$ cat config.mk
export PLATFORM = sky130hd
export DESIGN_NAME = demux_sched_2to1
export DESIGN_NICKNAME = d
export VERILOG_FILES = /design/src/rtl/demux_pkg.sv /design/src/rtl/demux_out_slot.sv /design/src/rtl/demux_sched_2to1.sv
export SDC_FILE = /design/constraint.sdc
export NUM_CORES = 1
export LEC_CHECK = 0
export BUFFER_PORTS_ARGS = -buffer_cell sky130_fd_sc_hd__buf_4
export CORE_MARGIN = 2
export CORE_UTILIZATION = 50
export DETAILED_ROUTE_END_ITERATION = 7
export GPL_TIMING_DRIVEN = 0
export PLACE_DENSITY_LB_ADDON = 0.3
export SYNTH_ARGS = -nofsm -noshare
export SYNTH_HDL_FRONTEND = slang
export SYNTH_SLANG_ARGS = --single-unit
$ cat constraint.sdc
create_clock -name clk -period 2.26 [get_ports clk]
set_input_delay 0.113 -clock clk [delete_from_list [all_inputs] [get_ports clk]]
set_output_delay 0.113 -clock clk [all_outputs]
set_load 0.02 [all_outputs]
$ cat src/rtl/demux_pkg.sv
// Shared types and constants for the packet-aware 2-to-1 demux scheduler.
package demux_pkg;

    typedef enum logic [1:0] {
        IDLE  = 2'd0,
        LOCK1 = 2'd1,
        LOCK2 = 2'd2
    } state_t;

    localparam logic DEST_OUT1 = 1'b0;
    localparam logic DEST_OUT2 = 1'b1;

endpackage

$ cat src/rtl/demux_out_slot.sv
// One-entry valid/ready holding register; payload stays stable while stalled.
module demux_out_slot #(
    parameter int unsigned W = 9
) (
    input  logic         clk,
    input  logic         rst_n,
    input  logic         load,
    input  logic [W-1:0] din,
    input  logic         ready,
    output logic         valid,
    output logic [W-1:0] dout,
    output logic         free
);

    // A slot can take a new beat in the same cycle its current one is popped.
    assign free = !valid || ready;

    always_ff @(posedge clk or negedge rst_n) begin
        if (!rst_n) begin
            valid <= 1'b0;
            dout  <= '0;
        end else if (load) begin
            valid <= 1'b1;
            dout  <= din;
        end else if (ready) begin
            valid <= 1'b0;
        end
    end

endmodule

$ cat src/rtl/demux_sched_2to1.sv
// Packet scheduler: picks a destination per packet (round-robin or explicit),
// locks it until the last beat, and counts completed packets per channel.
module demux_sched_2to1
    import demux_pkg::*;
#(
    parameter int unsigned WIDTH = 8,
    parameter int unsigned CNT_W = 8
) (
    input  logic             clk,
    input  logic             rst_n,
    input  logic             mode,
    input  logic             in_valid,
    output logic             in_ready,
    input  logic [WIDTH-1:0] in_data,
    input  logic             in_last,
    input  logic             in_dest,
    output logic             out1_valid,
    input  logic             out1_ready,
    output logic [WIDTH-1:0] out1_data,
    output logic             out1_last,
    output logic             out2_valid,
    input  logic             out2_ready,
    output logic [WIDTH-1:0] out2_data,
    output logic             out2_last,
    output logic [CNT_W-1:0] pkt_cnt1,
    output logic [CNT_W-1:0] pkt_cnt2,
    output logic             busy
);

    state_t state, state_nxt;
    logic   rr;
    logic   target;
    logic   free1, free2;
    logic   accept;
    logic   load1, load2;

    // mode/in_dest only matter when choosing a new packet's destination.
    always_comb begin
        target = DEST_OUT1;
        case (state)
            IDLE:    target = mode ? in_dest : rr;
            LOCK1:   target = DEST_OUT1;
            LOCK2:   target = DEST_OUT2;
            default: target = DEST_OUT1;
        endcase
    end

    assign in_ready = (target == DEST_OUT2) ? free2 : free1;
    assign accept   = in_valid && in_ready;
    assign load1    = accept && (target == DEST_OUT1);
    assign load2    = accept && (target == DEST_OUT2);

    always_comb begin
        state_nxt = state;
        if (accept) begin
            case (state)
                IDLE:    if (!in_last) state_nxt = (target == DEST_OUT2) ? LOCK2 : LOCK1;
                LOCK1,
                LOCK2:   if (in_last) state_nxt = IDLE;
                default: state_nxt = IDLE;
            endcase
        end
    end

    always_ff @(posedge clk or negedge rst_n) begin
        if (!rst_n) begin
            state    <= IDLE;
            rr       <= DEST_OUT1;
            pkt_cnt1 <= '0;
            pkt_cnt2 <= '0;
        end else begin
            state <= state_nxt;
            if (accept && in_last) begin
                rr <= ~target;
                if (target == DEST_OUT2) pkt_cnt2 <= pkt_cnt2 + CNT_W'(1);
                else                     pkt_cnt1 <= pkt_cnt1 + CNT_W'(1);
            end
        end
    end

    demux_out_slot #(.W(WIDTH + 1)) u_slot1 (
        .clk   (clk),
        .rst_n (rst_n),
        .load  (load1),
        .din   ({in_last, in_data}),
        .ready (out1_ready),
        .valid (out1_valid),
        .dout  ({out1_last, out1_data}),
        .free  (free1)
    );

    demux_out_slot #(.W(WIDTH + 1)) u_slot2 (
        .clk   (clk),
        .rst_n (rst_n),
        .load  (load2),
        .din   ({in_last, in_data}),
        .ready (out2_ready),
        .valid (out2_valid),
        .dout  ({out2_last, out2_data}),
        .free  (free2)
    );

    assign busy = (state != IDLE) || out1_valid || out2_valid;

endmodule

[Yosys cells after proc, flatten, opt, wreduce, memory -nomap -nowiden]
Cells that the tools add are included.
Cells by class
  $lt $le $gt $ge: 0
  reduce and logical (&&, ||, !) cells: 18
  $add $sub $neg: 2
  multiply operators: 0
  bitwise operators: 1
  divide/modulo/power cells: 0
  mux-type cells: 11
  shift-type cells: 0
  eq/ne operators: 4
Operators with widths (number)
  8-bit by 1-bit adder with 8-bit output, second input constant: 2
  1-bit 2-to-1 mux: 6
  2-bit 2-to-1 mux: 3
  2-bit nonzero test: 3
  1-bit logical AND: 4
  1-bit logical OR: 4
  2-bit inequality test, second input constant: 2
  2-bit one-hot mux with 2 select lines: 1
  2-bit AND reduction: 2
  3-bit AND reduction: 1
  2-bit by 1-bit equality test with 1-bit output, second input constant: 1
  2-bit equality test, second input constant: 1
  1-bit zero test: 2
  2-bit zero test: 1
  1-bit one-hot mux with 2 select lines: 1
  2-bit OR reduction: 1
  1-bit NOT: 1
Storage, ports and cells
  logic and storage cells: 44
  memory bits (writable): 0
  latch bits: 0
  input port bits: 16
  bits in read-only memories: 0
  register bits after elaboration: 39
  output and inout port bits: 38
  memories: 0

[Depth between registers and ports, before layout]
Gate-level depths: netlist of run 1.
  depth in word-level cells: 6
  depth in mapped cells: 7
  gate-level depth less buffers: 6

[Hierarchy]
A second synthesis of run 1 with hierarchy kept.
Unflattened totals
  cell total of the unflattened synthesis: 128
  area total of the unflattened synthesis: 1799.2 um^2
Modules (own cells, without submodules)
  demux_sched_2to1: area each 980.9 um^2, instances 1, cells an instance 84, seq. area each 475.5 um^2
  demux_out_slot: area each 409.1 um^2, instances 2, cells an instance 22, seq. area each 250.2 um^2

[Least setup slack after synthesis of run 1]
OpenSTA, ideal clock, no wires.
  path type: register to register
  start point: register state[0]
  end point: register pkt_cnt1[1]
  stages on the path, launching flop included: 7
  required time: 2.135 ns
  clock period less this slack: 1.836 ns
  path buffers: 0
  library setup time: 0.125 ns
  data arrival time: 1.712 ns
  path slack: 0.424 ns
  cells stage by stage: dfrtp_1 > inv_1 > ha_1 > and2_1 > a221o_4 > nor2_2 > mux2_2
Between the ends
  longest elaborated chain between the ends: 6
  elaborated cells between the ends (all ways): 8
  classes of those cells: eq/ne (1); mux (2); bitwise (1); reduce/logical (4)
RTL lines
  start: declaration: RTL line demux_sched_2to1.sv:30  | state_t state, state_nxt;
  start signal: assignment: RTL line demux_sched_2to1.sv:72  | state <= state_nxt;
  2-bit equality test / 2-bit zero test (equally long branches): RTL line demux_sched_2to1.sv:40  | case (state)
  1-bit one-hot mux with 2 select lines *: RTL line demux_sched_2to1.sv:40
  1-bit 2-to-1 mux: RTL line demux_sched_2to1.sv:48  | assign in_ready = (target == DEST_OUT2) ? free2 : free1;
  1-bit logical AND: RTL line demux_sched_2to1.sv:49  | assign accept = in_valid && in_ready;
  1-bit logical AND: RTL line demux_sched_2to1.sv:73  | if (accept && in_last) begin
  2-bit AND reduction (no source line) *
  end signal: assignment: RTL line demux_sched_2to1.sv:76  | else pkt_cnt1 <= pkt_cnt1 + CNT_W'(1);
  end: declaration: RTL line demux_sched_2to1.sv:25  | output logic [CNT_W-1:0] pkt_cnt1,
Mark *: on every way between the ends. The rest lies on a longest branch, timed or not.
A chain may end at the register's enable or synchronous reset.

[Final worst setup path of run 1]
  start point: register state[1]
  end point: register u_slot2.dout[4]
Between the ends
  longest elaborated chain between the ends: 5
  elaborated cells between the ends (all ways): 6
  classes of those cells: eq/ne (1); mux (2); reduce/logical (3)
RTL lines
  2-bit equality test / 2-bit zero test (equally long branches): RTL line demux_sched_2to1.sv:40
  1-bit one-hot mux with 2 select lines *: RTL line demux_sched_2to1.sv:40
  1-bit 2-to-1 mux: RTL line demux_sched_2to1.sv:48
  1-bit logical AND: RTL line demux_sched_2to1.sv:49
  1-bit logical AND *: RTL line demux_sched_2to1.sv:51  | assign load2 = accept && (target == DEST_OUT2);
  end signal: assignment: RTL line demux_out_slot.sv:24  | dout <= din;
  end: declaration: RTL line demux_out_slot.sv:11  | output logic [W-1:0] dout,
Marks and branches as above.

==> metrics.yaml, run 1 <==
status: "finished clean"
hold-path-endpoint: "state[1]"
hp-class: "input pin to flip-flop"
slew_headroom: 0.681
layout-drive-gt1-share: 0.413
ant_nets: 0
worst-path-buf-inv: 2
netlist_instances: 138
setup_ws_ps: 229
firstDrtPassIters: 4
arrival_ps: 2270
syn2layout_area_growth_pct: 35.9
nNetsFinal: 228
cp-end-kind: "flip-flop"
cts_num_sinks: 39
path_delay_family: "simple AND/OR/NAND/NOR gates"
power.leakage_nw: 1.19
period_needed_ps: 2030
cts-resized-gates: 0
synth_warnings: 0
viasPerCell: 5.09
final-setup-viol-count: 0
grt_max_degree: 40
rr_endpoint: "u_slot2.dout[4]"
finalNonFillerCells: 254
ctsLongestPathBuffers: 2
startpoint_type: "flip-flop"
slew_viol_final: 0
rows: 21
min_from: "in_last"
post-synth-top-area-cell: "dfrtp_1"
cts_setup_buffers: 0
grt_pass1_vias: 1328
synthArstFlopShare: 1.00
drc: 0
worstMarginPinSlew_ps: 478
syn_area_um2: 1760
antenna_found_initial: 0
cpPeakStageDelay_ps: 390
pre_cts_slack_ps: 254
synth-seq-cells: 39
yosysUniqueCellTypes: 31
holdBufCountCts: 8
synth-edff-count: 0
die_x_um: 63.3
wl_per_cell_um: 14.7
die-area_um2: 4010
synth.net_count: 159
grt.total_usage: 0.204
dp_hpwl_mm: 2.66
cts_made_buffers: 5
vias: 1294
critPathKind: "flip-flop to flip-flop"
drt-total-wl_mm: 3.73
post-route-period-util: 0.899
worst_path_max_delay_cell: "dfrtp_1"
yosysSeqAreaShare: 0.554
htree_levels: 2
syn_area_per_cell_um2: 12.8
worstPathMaxFanout: 10
fillers: 261
reg2reg_slack_ps: 230
ir_drop_v: 0.000775
cts_root_buffer: "clkbuf_4"
cp_cell_sequence: "inv_1 -> ha_1 -> and2_1 -> a21oi_1 -> nand3b_1 -> buf_4 -> mux2_2"
rsz0062_at_grt: "false"
fin_tns_setup_ps: 0
core_um2: 3360
ys_top_cells_by_area: "dfrtp_1 55%, mux2_2 12%, xor2_1 7.0%"
start_util: 0.523
gr-total-overflow: 0
antenna_cells: 0
tritoncts: "built"
gp_congestion: 0.876
clock_latency_ps: 340
io-pin-count: 54
hold_viol: 0
p_per_area_nw_per_um2: 1450
holdPathStages: 4
clk_pin_slew_ps: 120
cap_viol_max_count: 0
synth_top_area_frac: 0.554
portBuffers: 53
ff2ff_path_depth: 7
synth_flop_cell: "dfrtp_1"
die_y_um: 63.3
fin_skew_ps: 15.4
fmax_ghz: 0.492
place_inst: 237
drt_iter0_drc: 57
grt_pass1_wl_mm: 6.27
required_ps: 2490
worstReg2RegStart: "state[1]"
[Yosys cell counts (all sizes together) (3+ instances only)]
| master | instances |
|---|---|
| a21o | 3 |
| dfrtp | 39 |
| ha | 5 |
| inv | 5 |
| mux2 | 19 |
| nand2 | 6 |
| nand3 | 6 |
| nand4 | 4 |
| nor2 | 4 |
| nor3 | 9 |
| xor2 | 14 |
[registers in the layout, summed over array words and instances (netlist names)]
register and cells:
state 2, u_slot2.valid 1, pkt_cnt1 8, u_slot1.dout 9, u_slot1.valid 1, rr 1
u_slot2.dout 9, pkt_cnt2 8
[through the flow]
stage | cell area (µm²) | util | total power [mW] | hold WS, ps
after floorplan | 1760 | - | 2.29 | -183
after global placement | 2220 | 0.659 | 2.91 | 98.4
after detailed placement | 2220 | 0.659 | 2.99 | 106
after CTS | 2380 | 0.708 | 3.49 | 1.45
after global routing | 2390 | 0.711 | 3.69 | 54.5
final | 2390 | 0.711 | 3.46 | 77.7
[tightest hold or removal path: cells and delay by family]
kind,cells,cell delay (ps)
simple gates,2,130
buf+inv,1,90
compound gates,1,60
[cell usage in the layout (no fill, tap or decap), drive strengths merged]
cell	count
a21o	3
nand4	4
nor4b	2
nor2b	1
buf	55
clkbuf	7
o211ai	2
bufinv	1
dlygate4sd3	9
nand3	6
nor4	1
inv	5
a21oi	1
o21a	2
nand3b	1
o21ai	2
nand2b	2
a221o	1
and2	2
a211o	1
dfrtp	39
o2bb2ai	2
nor3	9
ha	5
clkinv	1
nor2	4
nand2	6
xor2	14
mux2	19
and3	1
[cell type report]
class	count	area [µm²]	area share
clock inverter	2	35.0	0.0146
multi-input combinational	91	747	0.312
sequential	39	976	0.408
inverter	5	18.8	0.00785
clock buffer	6	51.3	0.0214
tap	46	57.6	0.0241
buffer	3	18.8	0.00785
timing repair buffer	62	488	0.204
[kinds of logic (layout without fill, tap and decap cells)]
logic type / count (synthesis) / in the layout / share of synthesized area
adders and majority gates: 5 / 5 / 0.0355
muxes: 19 / 19 / 0.124
and+or+nand+nor: 39 / 39 / 0.127
buffers and inverters: 8 / 78 / 0.0213
AOI/OAI and AO/OA: 14 / 14 / 0.0682
DFF: 39 / 39 / 0.554
xor gates and xnor gates: 14 / 14 / 0.0697
[per-layer routing]
metal | wire length, µm | global-route usage | vias to the layer above
met5 | 0 | 0 | -
met3 | 178 | 0.0625 | 2
met2 | 1900 | 0.326 | 37
li1 | - | - | 625
met1 | 1620 | 0.260 | 630
met4 | 28 | 0.0788 | 0
[report_power, final]
part / switching, mW / internal, mW
registers: 0.244 / 0.992
logic: 0.919 / 0.818
clock network: 0.227 / 0.261
total: 1.39 / 2.07
[worst max path at each step]
stage	slack, ps	startpoint	endpoint	cells after the start
finish	230	state[1]	u_slot2.dout[4]	7
detailed placement	250	state[0]	u_slot2.dout[4]	7
CTS	220	state[0]	u_slot2.dout[4]	7
floorplan	420	state[0]	pkt_cnt1[1]	6
global route	100	state[1]	u_slot2.dout[4]	7
global placement	330	state[0]	u_slot2.dout[5]	7
(Power assumes the default switching activity.)
==> inputs of run 2 (changes only) <==
--- a/config.mk
+++ b/config.mk
@@ -7,7 +7,7 @@
 export LEC_CHECK = 0
 export BUFFER_PORTS_ARGS = -buffer_cell sky130_fd_sc_hd__buf_4
 export CORE_MARGIN = 2
-export CORE_UTILIZATION = 50
+export CORE_UTILIZATION = 45
 export DETAILED_ROUTE_END_ITERATION = 7
 export GPL_TIMING_DRIVEN = 0
 export PLACE_DENSITY_LB_ADDON = 0.3
==> run 2 against run 1 <==
Compared with the run above:
- count of clock-buffer cells in the layout is the same
- flip-flop and latch count is the same
- fmax grew 0.61%
- non-clock buffer count shrank 8
- largest cell class unchanged
==> metrics.yaml, run 2 (same netlist as run 1, synthesis figures left out) <==
cts_num_sinks: 39
grt_max_degree: 40
layout-drive-gt1-share: 0.427
hold_viol: 0
gp_congestion: 0.829
arrival_ps: 2190
cp-end-kind: "flip-flop"
slew_headroom: 0.675
post-route-period-util: 0.893
viasPerCell: 5.24
dp_hpwl_mm: 2.71
gr-total-overflow: 0
hp-class: "input pin to flip-flop"
nNetsFinal: 220
worst-path-buf-inv: 2
worstMarginPinSlew_ps: 488
htree_levels: 2
core_um2: 3720
die-area_um2: 4430
antenna_cells: 0
required_ps: 2430
grt_pass1_vias: 1325
rsz0062_at_grt: "false"
tritoncts: "built"
firstDrtPassIters: 4
die_x_um: 66.5
layout_commonest_cell: "buf_4"
cts_made_buffers: 5
cp_cell_sequence: "inv_1 -> ha_1 -> and2_1 -> a21oi_1 -> nand3b_1 -> buf_4 -> mux2_2"
grt_pass1_wl_mm: 5.90
clock_latency_ps: 290
path_delay_family: "simple AND/OR/NAND/NOR gates"
power.leakage_nw: 1.16
whs_ps: 64.9
period_needed_ps: 2020
largestRegisters: "u_slot1.dout x9, u_slot2.dout x9"
antenna_found_initial: 0
cts_root_buffer: "clkbuf_8"
fin_skew_ps: 9.41
rows: 22
wl_per_cell_um: 15.0
cap_viol_max_count: 0
drc: 0
vias: 1295
cts_setup_buffers: 0
ir_drop_v: 0.000757
status: "finished clean"
clk_pin_slew_ps: 70
portBuffers: 53
grt.total_usage: 0.179
p_per_area_nw_per_um2: 1480
critPathKind: "flip-flop to flip-flop"
place_area_um2: 2220
io-pin-count: 54
fmax_ghz: 0.495
drt-total-wl_mm: 3.69
cpPeakStageDelay_ps: 360
worstPathMaxFanout: 10
worst_path_max_delay_cell: "dfrtp_1"
ctsLongestPathBuffers: 2
finalPower_mw: 3.43
die_y_um: 66.5
final_cell_mix: "55 x buf_4, 39 x dfrtp_1, 18 x mux2_2"
drt_iter0_drc: 48
fin_tns_setup_ps: 0
postLayoutCellArea_um2: 2320
startpoint_type: "flip-flop"
start_util: 0.474
ant_nets: 0
final-setup-viol-count: 0
syn2layout_area_growth_pct: 31.6
slew_viol_final: 0
run 2: path summary, 6_finish.rpt:
check                      slack, ps               to  depth (start not counted)        start
min                               60  u_slot1.dout[5]                          2   in_data[5]
max in group asynchronous       1590  u_slot1.dout[2]                          2        rst_n
min in group asynchronous        330      pkt_cnt1[0]                          2        rst_n
min reg2reg                      470      pkt_cnt1[7]                          1  pkt_cnt1[7]
max reg2reg                      240  u_slot2.dout[4]                          7     state[0]
max                              240  u_slot2.dout[4]                          7     state[0]
run 2: cell type report:
type                       instances  area (µm²)
clock inverter                     1        5.00
multi-input combinational         91         747
clock buffer                       6        82.6
fill                             304        1400
tap                               48        60.1
timing repair buffer              54         408
inverter                           5        18.8
buffer                             3        18.8
sequential                        39         976
run 2: metrics by stage:
stage                     setup slack [ps]  cells  utilization
final                                  241    247        0.623
after global routing                  93.6    247        0.623
after CTS                              238    247        0.623
after detailed placement               256    239        0.597
after global placement                 320    239        0.597
after floorplan                        424    138            -
run 2: power breakdown:
part | total (mW) | switching (mW) | internal (mW)
Sequential | 1.24 | 0.247 | 0.994
Combinational | 1.72 | 0.915 | 0.808
Clock | 0.468 | 0.229 | 0.239
Total | 3.43 | 1.39 | 2.04
run 2: layer usage:
layer / vias up / GRT usage / part of all wire
met1: 647 / 0.209 / 0.42
met5: - / 0 / 0
li1: 606 / - / -
met3: 2 / 0.0591 / 0.053
met2: 40 / 0.306 / 0.52
met4: 0 / 0.0638 / 0.0057
run 2: what timing repair did:
item	4_1_cts	5_1_grt
endpoints found under the hold margin	39	0
hold buffers	1	0
gates resized for setup	0	0
